File: config.mk
export PLATFORM = sky130hd
export DESIGN_NAME = vga_apb_arbiter
export DESIGN_NICKNAME = d
export VERILOG_FILES = /design/src/rtl/vga_apb_arbiter.sv
export SDC_FILE = /design/constraint.sdc
export NUM_CORES = 1
export LEC_CHECK = 0
export CORE_AREA = 2 2 125 127
export CTS_BUF_LIST = sky130_fd_sc_hd__clkbuf_8
export DETAILED_ROUTE_END_ITERATION = 8
export DIE_AREA = 0 0 127 129
export PLACE_DENSITY = 0.59
export SLEW_MARGIN = 20
export SYNTH_ARGS = -nofsm -noshare
export SYNTH_HDL_FRONTEND = slang
export SYNTH_SLANG_ARGS = --single-unit
export TNS_END_PERCENT = 1
File: constraint.sdc
create_clock -name clock -period 2.13 [get_ports clock]
set_input_delay 0.426 -clock clock [delete_from_list [all_inputs] [get_ports clock]]
set_output_delay 0.426 -clock clock [all_outputs]
set_load 0.005 [all_outputs]
File: src/rtl/vga_apb_arbiter.sv
// Two-master round-robin APB arbiter in front of the VGA framebuffer slave; one transfer in flight.
// Optional ACCESS-phase watchdog is built only when VGA_ARB_TIMEOUT_EN is defined.
`timescale 1ns/1ps
module vga_apb_arbiter #(
    parameter int ADDR_W  = 32,
    parameter int DATA_W  = 32,
    parameter int TIMEOUT = 255
) (
    input  logic                clock,
    input  logic                reset_n,
    input  logic [ADDR_W-1:0]   m0_paddr,
    input  logic                m0_psel,
    input  logic                m0_penable,
    input  logic                m0_pwrite,
    input  logic [DATA_W-1:0]   m0_pwdata,
    input  logic [DATA_W/8-1:0] m0_pstrb,
    input  logic [2:0]          m0_pprot,
    output logic                m0_pready,
    output logic [DATA_W-1:0]   m0_prdata,
    output logic                m0_pslverr,
    input  logic [ADDR_W-1:0]   m1_paddr,
    input  logic                m1_psel,
    input  logic                m1_penable,
    input  logic                m1_pwrite,
    input  logic [DATA_W-1:0]   m1_pwdata,
    input  logic [DATA_W/8-1:0] m1_pstrb,
    input  logic [2:0]          m1_pprot,
    output logic                m1_pready,
    output logic [DATA_W-1:0]   m1_prdata,
    output logic                m1_pslverr,
    output logic [ADDR_W-1:0]   out_paddr,
    output logic [DATA_W-1:0]   out_pwdata,
    output logic [DATA_W/8-1:0] out_pstrb,
    output logic [2:0]          out_pprot,
    output logic                out_pwrite,
    output logic                out_psel,
    output logic                out_penable,
    input  logic                out_pready,
    input  logic                out_pslverr,
    input  logic [DATA_W-1:0]   out_prdata
);
    localparam logic [1:0] IDLE   = 2'd0;
    localparam logic [1:0] SETUP  = 2'd1;
    localparam logic [1:0] ACCESS = 2'd2;

    logic [1:0]        state_q, state_d;
    logic              grant_q, grant_d;
    logic              last_grant_q, last_grant_d;
    logic              busy, done, expire, resp_vld;
    logic              resp_pslverr, m0_deliver, m1_deliver;
    logic [DATA_W-1:0] resp_prdata;
    logic              unused_inputs;

    // Requests are psel alone; penable from the masters carries no information here.
    assign unused_inputs = ^{m0_penable, m1_penable, TIMEOUT[0]};

`ifdef VGA_ARB_TIMEOUT_EN
    localparam int CNT_W = ($clog2(TIMEOUT + 1) > 8) ? $clog2(TIMEOUT + 1) : 8;

    logic [CNT_W-1:0] cnt_q, cnt_d;

    always_comb begin
        cnt_d = cnt_q;
        if (state_q == SETUP) begin
            cnt_d = '0;
        end else if ((state_q == ACCESS) && !out_pready) begin
            cnt_d = cnt_q + CNT_W'(1);
        end
    end

    always_ff @(posedge clock or negedge reset_n) begin
        if (!reset_n) begin
            cnt_q <= '0;
        end else begin
            cnt_q <= cnt_d;
        end
    end

    // Fires on the TIMEOUT-th ACCESS cycle; a real out_pready that cycle still takes priority.
    assign expire = (state_q == ACCESS) && !out_pready && (cnt_q == CNT_W'(TIMEOUT - 1));
`else
    assign expire = 1'b0;
`endif

    assign done         = (state_q == ACCESS) && out_pready;
    assign resp_vld     = done || expire;
    assign resp_prdata  = done ? out_prdata : '0;
    assign resp_pslverr = done ? out_pslverr : expire;

    always_comb begin
        state_d      = state_q;
        grant_d      = grant_q;
        last_grant_d = last_grant_q;
        case (state_q)
            IDLE: begin
                if (m0_psel || m1_psel) begin
                    state_d = SETUP;
                    grant_d = (m0_psel && m1_psel) ? ~last_grant_q : m1_psel;
                end
            end
            SETUP: state_d = ACCESS;
            ACCESS: begin
                if (resp_vld) begin
                    state_d      = IDLE;
                    last_grant_d = grant_q;
                end
            end
            default: state_d = IDLE;
        endcase
    end

    always_ff @(posedge clock or negedge reset_n) begin
        if (!reset_n) begin
            state_q      <= IDLE;
            grant_q      <= 1'b0;
            last_grant_q <= 1'b1;
        end else begin
            state_q      <= state_d;
            grant_q      <= grant_d;
            last_grant_q <= last_grant_d;
        end
    end

    assign busy        = (state_q == SETUP) || (state_q == ACCESS);
    assign out_psel    = busy;
    assign out_penable = (state_q == ACCESS);
    assign out_paddr   = !busy ? '0 : (grant_q ? m1_paddr  : m0_paddr);
    assign out_pwdata  = !busy ? '0 : (grant_q ? m1_pwdata : m0_pwdata);
    assign out_pstrb   = !busy ? '0 : (grant_q ? m1_pstrb  : m0_pstrb);
    assign out_pprot   = !busy ? '0 : (grant_q ? m1_pprot  : m0_pprot);
    assign out_pwrite  = busy && (grant_q ? m1_pwrite : m0_pwrite);

    // A master that dropped psel mid-transfer gets no response.
    assign m0_deliver = resp_vld && !grant_q && m0_psel;
    assign m1_deliver = resp_vld &&  grant_q && m1_psel;

    assign m0_pready  = m0_deliver;
    assign m0_prdata  = m0_deliver ? resp_prdata : '0;
    assign m0_pslverr = m0_deliver && resp_pslverr;
    assign m1_pready  = m1_deliver;
    assign m1_prdata  = m1_deliver ? resp_prdata : '0;
    assign m1_pslverr = m1_deliver && resp_pslverr;
endmodule

==> metrics, run 1 <==
run status=complete, but fails checks; failing checks=negative setup slack; Post-Syn Nets=~440; largest net degree at the start of global routing=39; final hold viol count=0; Slew Viols, Final=0; Synth Warn #=0; buffers added on ports=around 320; critical path class=flip-flop to primary output; row cnt=45; CP bufs+invs=4; pre-CTS WS=-0.437 ns; Core Box Area=~0.015 mm2; syn_area_per_cell=just under 8 um2; DP HPWL=8.79 mm; Post-Route WL=11.7 mm; DR DRC count=0; fill count=roughly 1.6k; worst skew pair latency=between 0.2 and 0.25 ns; clock tree buffer depth=2; Vias=between 3k and 4k; Starting DRT DRC Count=60; unique cell type count in the Yosys netlist=21; clock root cell=clkbuf_8; ratio of cells with drive above 1 in the final layout=0.282; post-synthesis sequential area ratio=0.0507; Post-Syn Area=0.00200 mm2; most frequent cells in the layout=clkdlybuf4s50_1 (181), mux2i_1 (72), and2_1 (62); hold slack=between 0.4 and 0.5 ns; CTS buffer count=3; element type at the critical path end=primary output; final period utilization=1.06; Worst Hold Class=primary input to asynchronous set/reset pin; Antenna Nets Post-Route=0; Via density=between 3 and 4; Max Cap Viol=0; TritonRoute pass-1 iters=4; routability cong.=around 0.8; Final #Nets=approximately 780; vias in the first global route=about 3.2k; post-layout minimum cycle time=~2.3 ns; Critical Path RT=1.70 ns; gr usage total=0.131; final setup violation count=16; Slew Limit Headroom=0.813; Crit-path slowest cell=clkdlybuf4s50_1; final worst setup slack=-0.122 ns; critical path startpoint category=flip-flop; Area Growth Syn to Fin=177%; Power Density=approximately 950 mW/mm2; RSZ-0062 raised after global routing=true; worst-path maximum fanout=9; #FFs+latches synth=4; die area=0.0164 mm2; CTS tree=done; worst vdd ir=around 0.43 mV; routed len/inst=14.9 um; Clock Sink Count=4; total gr overflow=0; CP delay by family, top=buffers and inverters; initial antenna violation count=1; Static Leak=about 2.9 nW; Cells after Synth=about 260; Max H-tree Level=1; Die Wd=about 130 um; height of the die=~130 um; Setup Skew=roughly 0.0024 ns; clk slew on worst S/H paths=around 0.030 ns; Slew @ Worst Pin=0.273 ns; worst path arrival time=approximately 1.8 ns; CP Cell Sequence=inv_2, buf_6, ha_4, buf_4, nor2b_1, clkdlybuf4s50_1; Starting Density=0.134; global-route wire length before repair=about 17 mm; CTS Hold Bufs=0; Max stage delay on crit path=between 0.5 and 0.6 ns; I/O pins=roughly 330; FMAX=between 400 and 500 MHz; commonest non-fill, non-tap cell in the layout=clkdlybuf4s50_1
==> metrics by stage <==
stage	util	std cells	power, mW	setup TNS, ns	instance area (um2)
after floorplan	-	256	2.28	0	2000
after CTS	0.372	781	5.28	-2.69	5580
after detailed placement	0.365	757	4.78	-26.17	5470
final	0.371	784	5.26	-1.36	5550
after global placement	0.365	757	4.77	-23.84	5470
after global routing	0.371	784	5.68	-5.47	5550
==> Yosys cell counts (all sizes together) <==
master / count / area [um2]
nor2b: 73 / 457
mux2i: 72 / 721
and2: 66 / 413
buf: 13 / 130
clkbuf: 10 / 37.5
nand2: 4 / 17.5
dfrtp: 3 / 75.1
ha: 3 / 37.5
inv: 2 / 7.51
mux2: 2 / 22.5
nor2: 2 / 10.0
a21oi: 1 / 5.00
a32o: 1 / 10.0
dfstp: 1 / 26.3
nor3b: 1 / 18.8
o21a: 1 / 7.51
o21ai: 1 / 5.00
==> cells by family (layout without fill, tap and decap cells) <==
kind of cell | Yosys count | in the layout | share of synthesized area
AOI/OAI and AO/OA | 4 | 4 | 0.0138
and+or+nand+nor | 146 | 146 | 0.458
DFF | 4 | 4 | 0.0507
adders and majority gates | 3 | 3 | 0.0188
buffers and inverters | 25 | 364 | 0.0876
muxes | 74 | 74 | 0.371
other | 0 | 1 | 0
==> worst register-to-register path: cells and delay by family (launching register included) <==
family,cells,cell delay (ns)
buf+inv,1,0.13
mux,1,0.35
simple gates,1,0.14
compound gates,1,0.13
fa+ha+maj,1,0.18
flops,1,0.43
==> what timing repair did <==
action	CTS	global route
resized for setup	366	90
pin swaps	12	5
setup endpoints to repair	141	104
cloned	6	0
buffers inserted	14	2
==> power by group <==
part | total [mW] | leakage [nW] | switching [mW] | internal, mW
combinational | 4.91 | 2.79 | 1.92 | 2.99
sequential | 0.185 | 0.0449 | 0.0549 | 0.130
clock | 0.167 | 0.0269 | 0.0438 | 0.123
==> final timing paths <==
check	startpoint	end	slack [ns]	depth (start not counted)
min in group clock	state_q[1]$_DFFE_PN0P_	state_q[1]$_DFFE_PN0P_	0.59	1
setup reg to reg	state_q[1]$_DFFE_PN0P_	state_q[1]$_DFFE_PN0P_	0.65	5
hold / removal	reset_n	state_q[0]$_DFFE_PN0P_	0.41	1
setup / recovery	state_q[0]$_DFFE_PN0P_	out_pstrb[1]	-0.12	6
hold reg to reg	state_q[1]$_DFFE_PN0P_	state_q[1]$_DFFE_PN0P_	0.59	1
max in group asynchronous	reset_n	last_grant_q$_DFFE_PN1P_	1.48	1
==> flip-flops by register name, summed over array words and instances (netlist names) <==
signal        flops
grant_q           1
state_q           2
last_grant_q      1
==> layout make-up <==
cell class	count	area, um2	share of cell area
multi-input cells	227	1870	0.336
clock inverters	1	3.75	0.000676
well taps	188	235	0.0424
repair buffers	358	3290	0.592
flip-flops and latches	4	106	0.0192
inverters	2	7.51	0.00135
diodes	1	2.50	0.000451
clock buffers	3	41.3	0.00744
==> routing by layer <==
metal / track usage / share of wire
met5: 0 / 0
met4: 0.0181 / 0.0055
met3: 0.0349 / 0.089
met2: 0.269 / 0.55
met1: 0.135 / 0.35
Power figures use the tool's default switching activity.
==> run 2, diff against run 1 <==
ABC_AREA = 0   (was default)
==> results of run 2 <==
The final DEF is identical to that of run 1; final timing and power are the same.
==> run 3, diff against run 2 <==
CORE_AREA = 2 2 127 129   (was 2 2 125 127)
DIE_AREA = 0 0 129 131   (was 0 0 127 129)
MAX_ROUTING_LAYER = met4   (was default)
PLACE_DENSITY = 0.57   (was 0.59)
clock period = 2.6 ns   (was 2.13 ns; I/O delays follow)
==> run 3 against run 2 <==
  * The run now ends clean
  * Register-to-register slack gained 0.57 ns
  * Combinational power shrank 23%
  * Cell count grew 0.51%
  * Die area grew 3.1%
  * Clock power shrank 20%
  * Clock-buffer cell count is the same
  * Via count shrank 4.6%
  * Worst hold slack gained 0.099 ns
  * Routed wire length shrank 6.2%
  * Flip-flop and latch count is the same
  * Clock skew shrank 0.00078 ns
  * Critical endpoint is now m0_prdata[22]
  * Highest routed layer unchanged
==> metrics, run 3 (synthesis gave the netlist of run 1 again) <==
run status=finished, final reports clean; ratio of cells with drive above 1 in the final layout=0.0682 (-0.214); Setup Skew=0.00157 ns (-0.000782 ns); Slew Limit Headroom=0.704 (-0.109); vias in the first global route=2713 (-15%); Placed Instances=782 (+3.3%); height of the die=131 um (+1.6%); Critical Path RT=2.08 ns (+0.38 ns); Slew @ Worst Pin=0.444 ns (+0.171 ns); Slew Viols, Final=0 (unchanged); element type at the critical path end=primary output; total gr overflow=0 (unchanged); DP HPWL=9.30 mm (+5.8%); Largest register FFs=2 (unchanged); most used cell, CP=buf_6; design area=0.00567 mm2 (+2.2%); Via density=3.70 (-5.1%); routed len/inst=13.9 um (-6.7%); TritonRoute pass-1 iters=4 (unchanged); Die Wd=129 um (+1.6%); clock root cell=clkbuf_8; Non-Filler Instances=788 (+0.51%); die area=0.0169 mm2 (+3.1%); Inserted Diodes=0 (-1); Max Cap Viol=0 (unchanged); I/O pins=326 (unchanged); RSZ-0062 raised after global routing=true; Final #Nets=760 (-2.9%); row cnt=46 (+2.2%); commonest non-fill, non-tap cell in the layout=clkdlybuf4s50_1; critical path startpoint category=flip-flop; Crit-path slowest cell=clkdlybuf4s50_1; CTS buffer count=3 (unchanged); buffers added on ports=323 (unchanged); worst-path maximum fanout=6 (-3); Max H-tree Level=1 (unchanged); global-route wire length before repair=14.6 mm (-14%); CTS Hold Bufs=0 (unchanged); Post-Route WL=11.0 mm (-6.2%); final core utilization=0.364 (-0.00688); largest net degree at the start of global routing=51 (+31%); final hold viol count=0 (unchanged); Core Box Area=0.0156 mm2 (+4.1%); Vias=2917 (-4.6%); dpl cell area=0.00547 mm2 (unchanged); Power Density=720 mW/mm2 (-24%); final period utilization=0.973; gr usage total=0.116 (-0.0151); DR DRC count=0 (unchanged); most frequent cells in the layout=clkdlybuf4s50_1 (284), mux2i_1 (72), and2_1 (65); worst path arrival time=2.01 ns (+0.18 ns); worst vdd ir=0.401 mV (-7.4%); Starting Density=0.128 (-0.00532); final setup violation count=0 (-16); Starting DRT DRC Count=24 (-60%); routability cong.=0.773 (-3.1%); CTS tree=done; r2r setup slk=1.22 ns (+0.57 ns); post-layout minimum cycle time=2.53 ns; Antenna Nets Post-Route=0 (unchanged); FMAX=roughly 400 MHz; Area Growth Syn to Fin=183%; worst skew pair latency=0.22 ns (about the same); clk slew on worst S/H paths=0.03 ns (about the same); CP delay by family, top=buffers and inverters; Max stage delay on crit path=0.50 ns (about the same); Reg with most FFs=state_q; critical path class=flip-flop to primary output; Clock Sink Count=4 (unchanged); initial antenna violation count=0 (-1); clock tree buffer depth=2 (unchanged); largest registers=state_q: 2 flops, grant_q: 1 flops, last_grant_q: 1 flops; CP Cell Sequence=inv_2, ha_4, nand2_4, nor3b_4, buf_6, buf_6, and2_1, clkdlybuf4s50_1; Worst Hold Class=primary input to asynchronous set/reset pin; CP bufs+invs=4 (unchanged); Static Leak=2.79 nW (-2.6%)
[run 3: layout make-up]
class	instances	area (um2)
well taps	216	270
flip-flops and latches	4	105
inverters	2	7.51
fillers	1606	9930
clock buffers	3	41.3
clock inverters	1	3.75
multi-input cells	227	1800
repair buffers	335	3440
[run 3: layer usage]
metal / vias to the layer above / track usage / wire length (um)
met2: 174 / 0.229 / 6110
li1: 1462 / - / -
met4: 0 / 0.00959 / 35
met3: 2 / 0.0289 / 903
met5: - / - / 0
met1: 1279 / 0.120 / 3930
[run 3: power breakdown]
part	leakage (nW)	internal, mW	switching (mW)
clock	0.0269	0.101	0.0331
combinational	2.71	2.43	1.38
sequential	0.0461	0.105	0.0406
[run 3: stage by stage]
step / total power [mW] / setup TNS, ns / worst slack (ns) / hold WS (ns)
5_1_grt: 4.39 / -0.0757 / -0.0227 / 0.519
3_5_place_dp: 3.90 / -6.80 / -0.200 / 0.556
6_report: 4.08 / 0 / 0.0692 / 0.507
2_1_floorplan: 1.87 / 0 / 0.737 / 0.224
3_3_place_gp: 3.88 / -6.93 / -0.189 / 0.525
4_1_cts: 4.08 / -0.00535 / -0.00492 / 0.510
[run 3: timing repair]
item | CTS | global route
buffers inserted | 1 | 0
pin swaps | 1 | 0
resized for setup | 19 | 45
gates cloned | 1 | 0
setup endpoints to repair | 67 | 59
[run 3: worst paths after layout]
path	to	depth (start not counted)	from
max	m0_prdata[22]	8	state_q[0]$_DFFE_PN0P_
min	state_q[0]$_DFFE_PN0P_	1	reset_n
max reg2reg	state_q[1]$_DFFE_PN0P_	5	state_q[0]$_DFFE_PN0P_
min reg2reg	state_q[1]$_DFFE_PN0P_	1	state_q[1]$_DFFE_PN0P_
max in group asynchronous	last_grant_q$_DFFE_PN1P_	1	reset_n
min in group clock	state_q[1]$_DFFE_PN0P_	1	state_q[1]$_DFFE_PN0P_
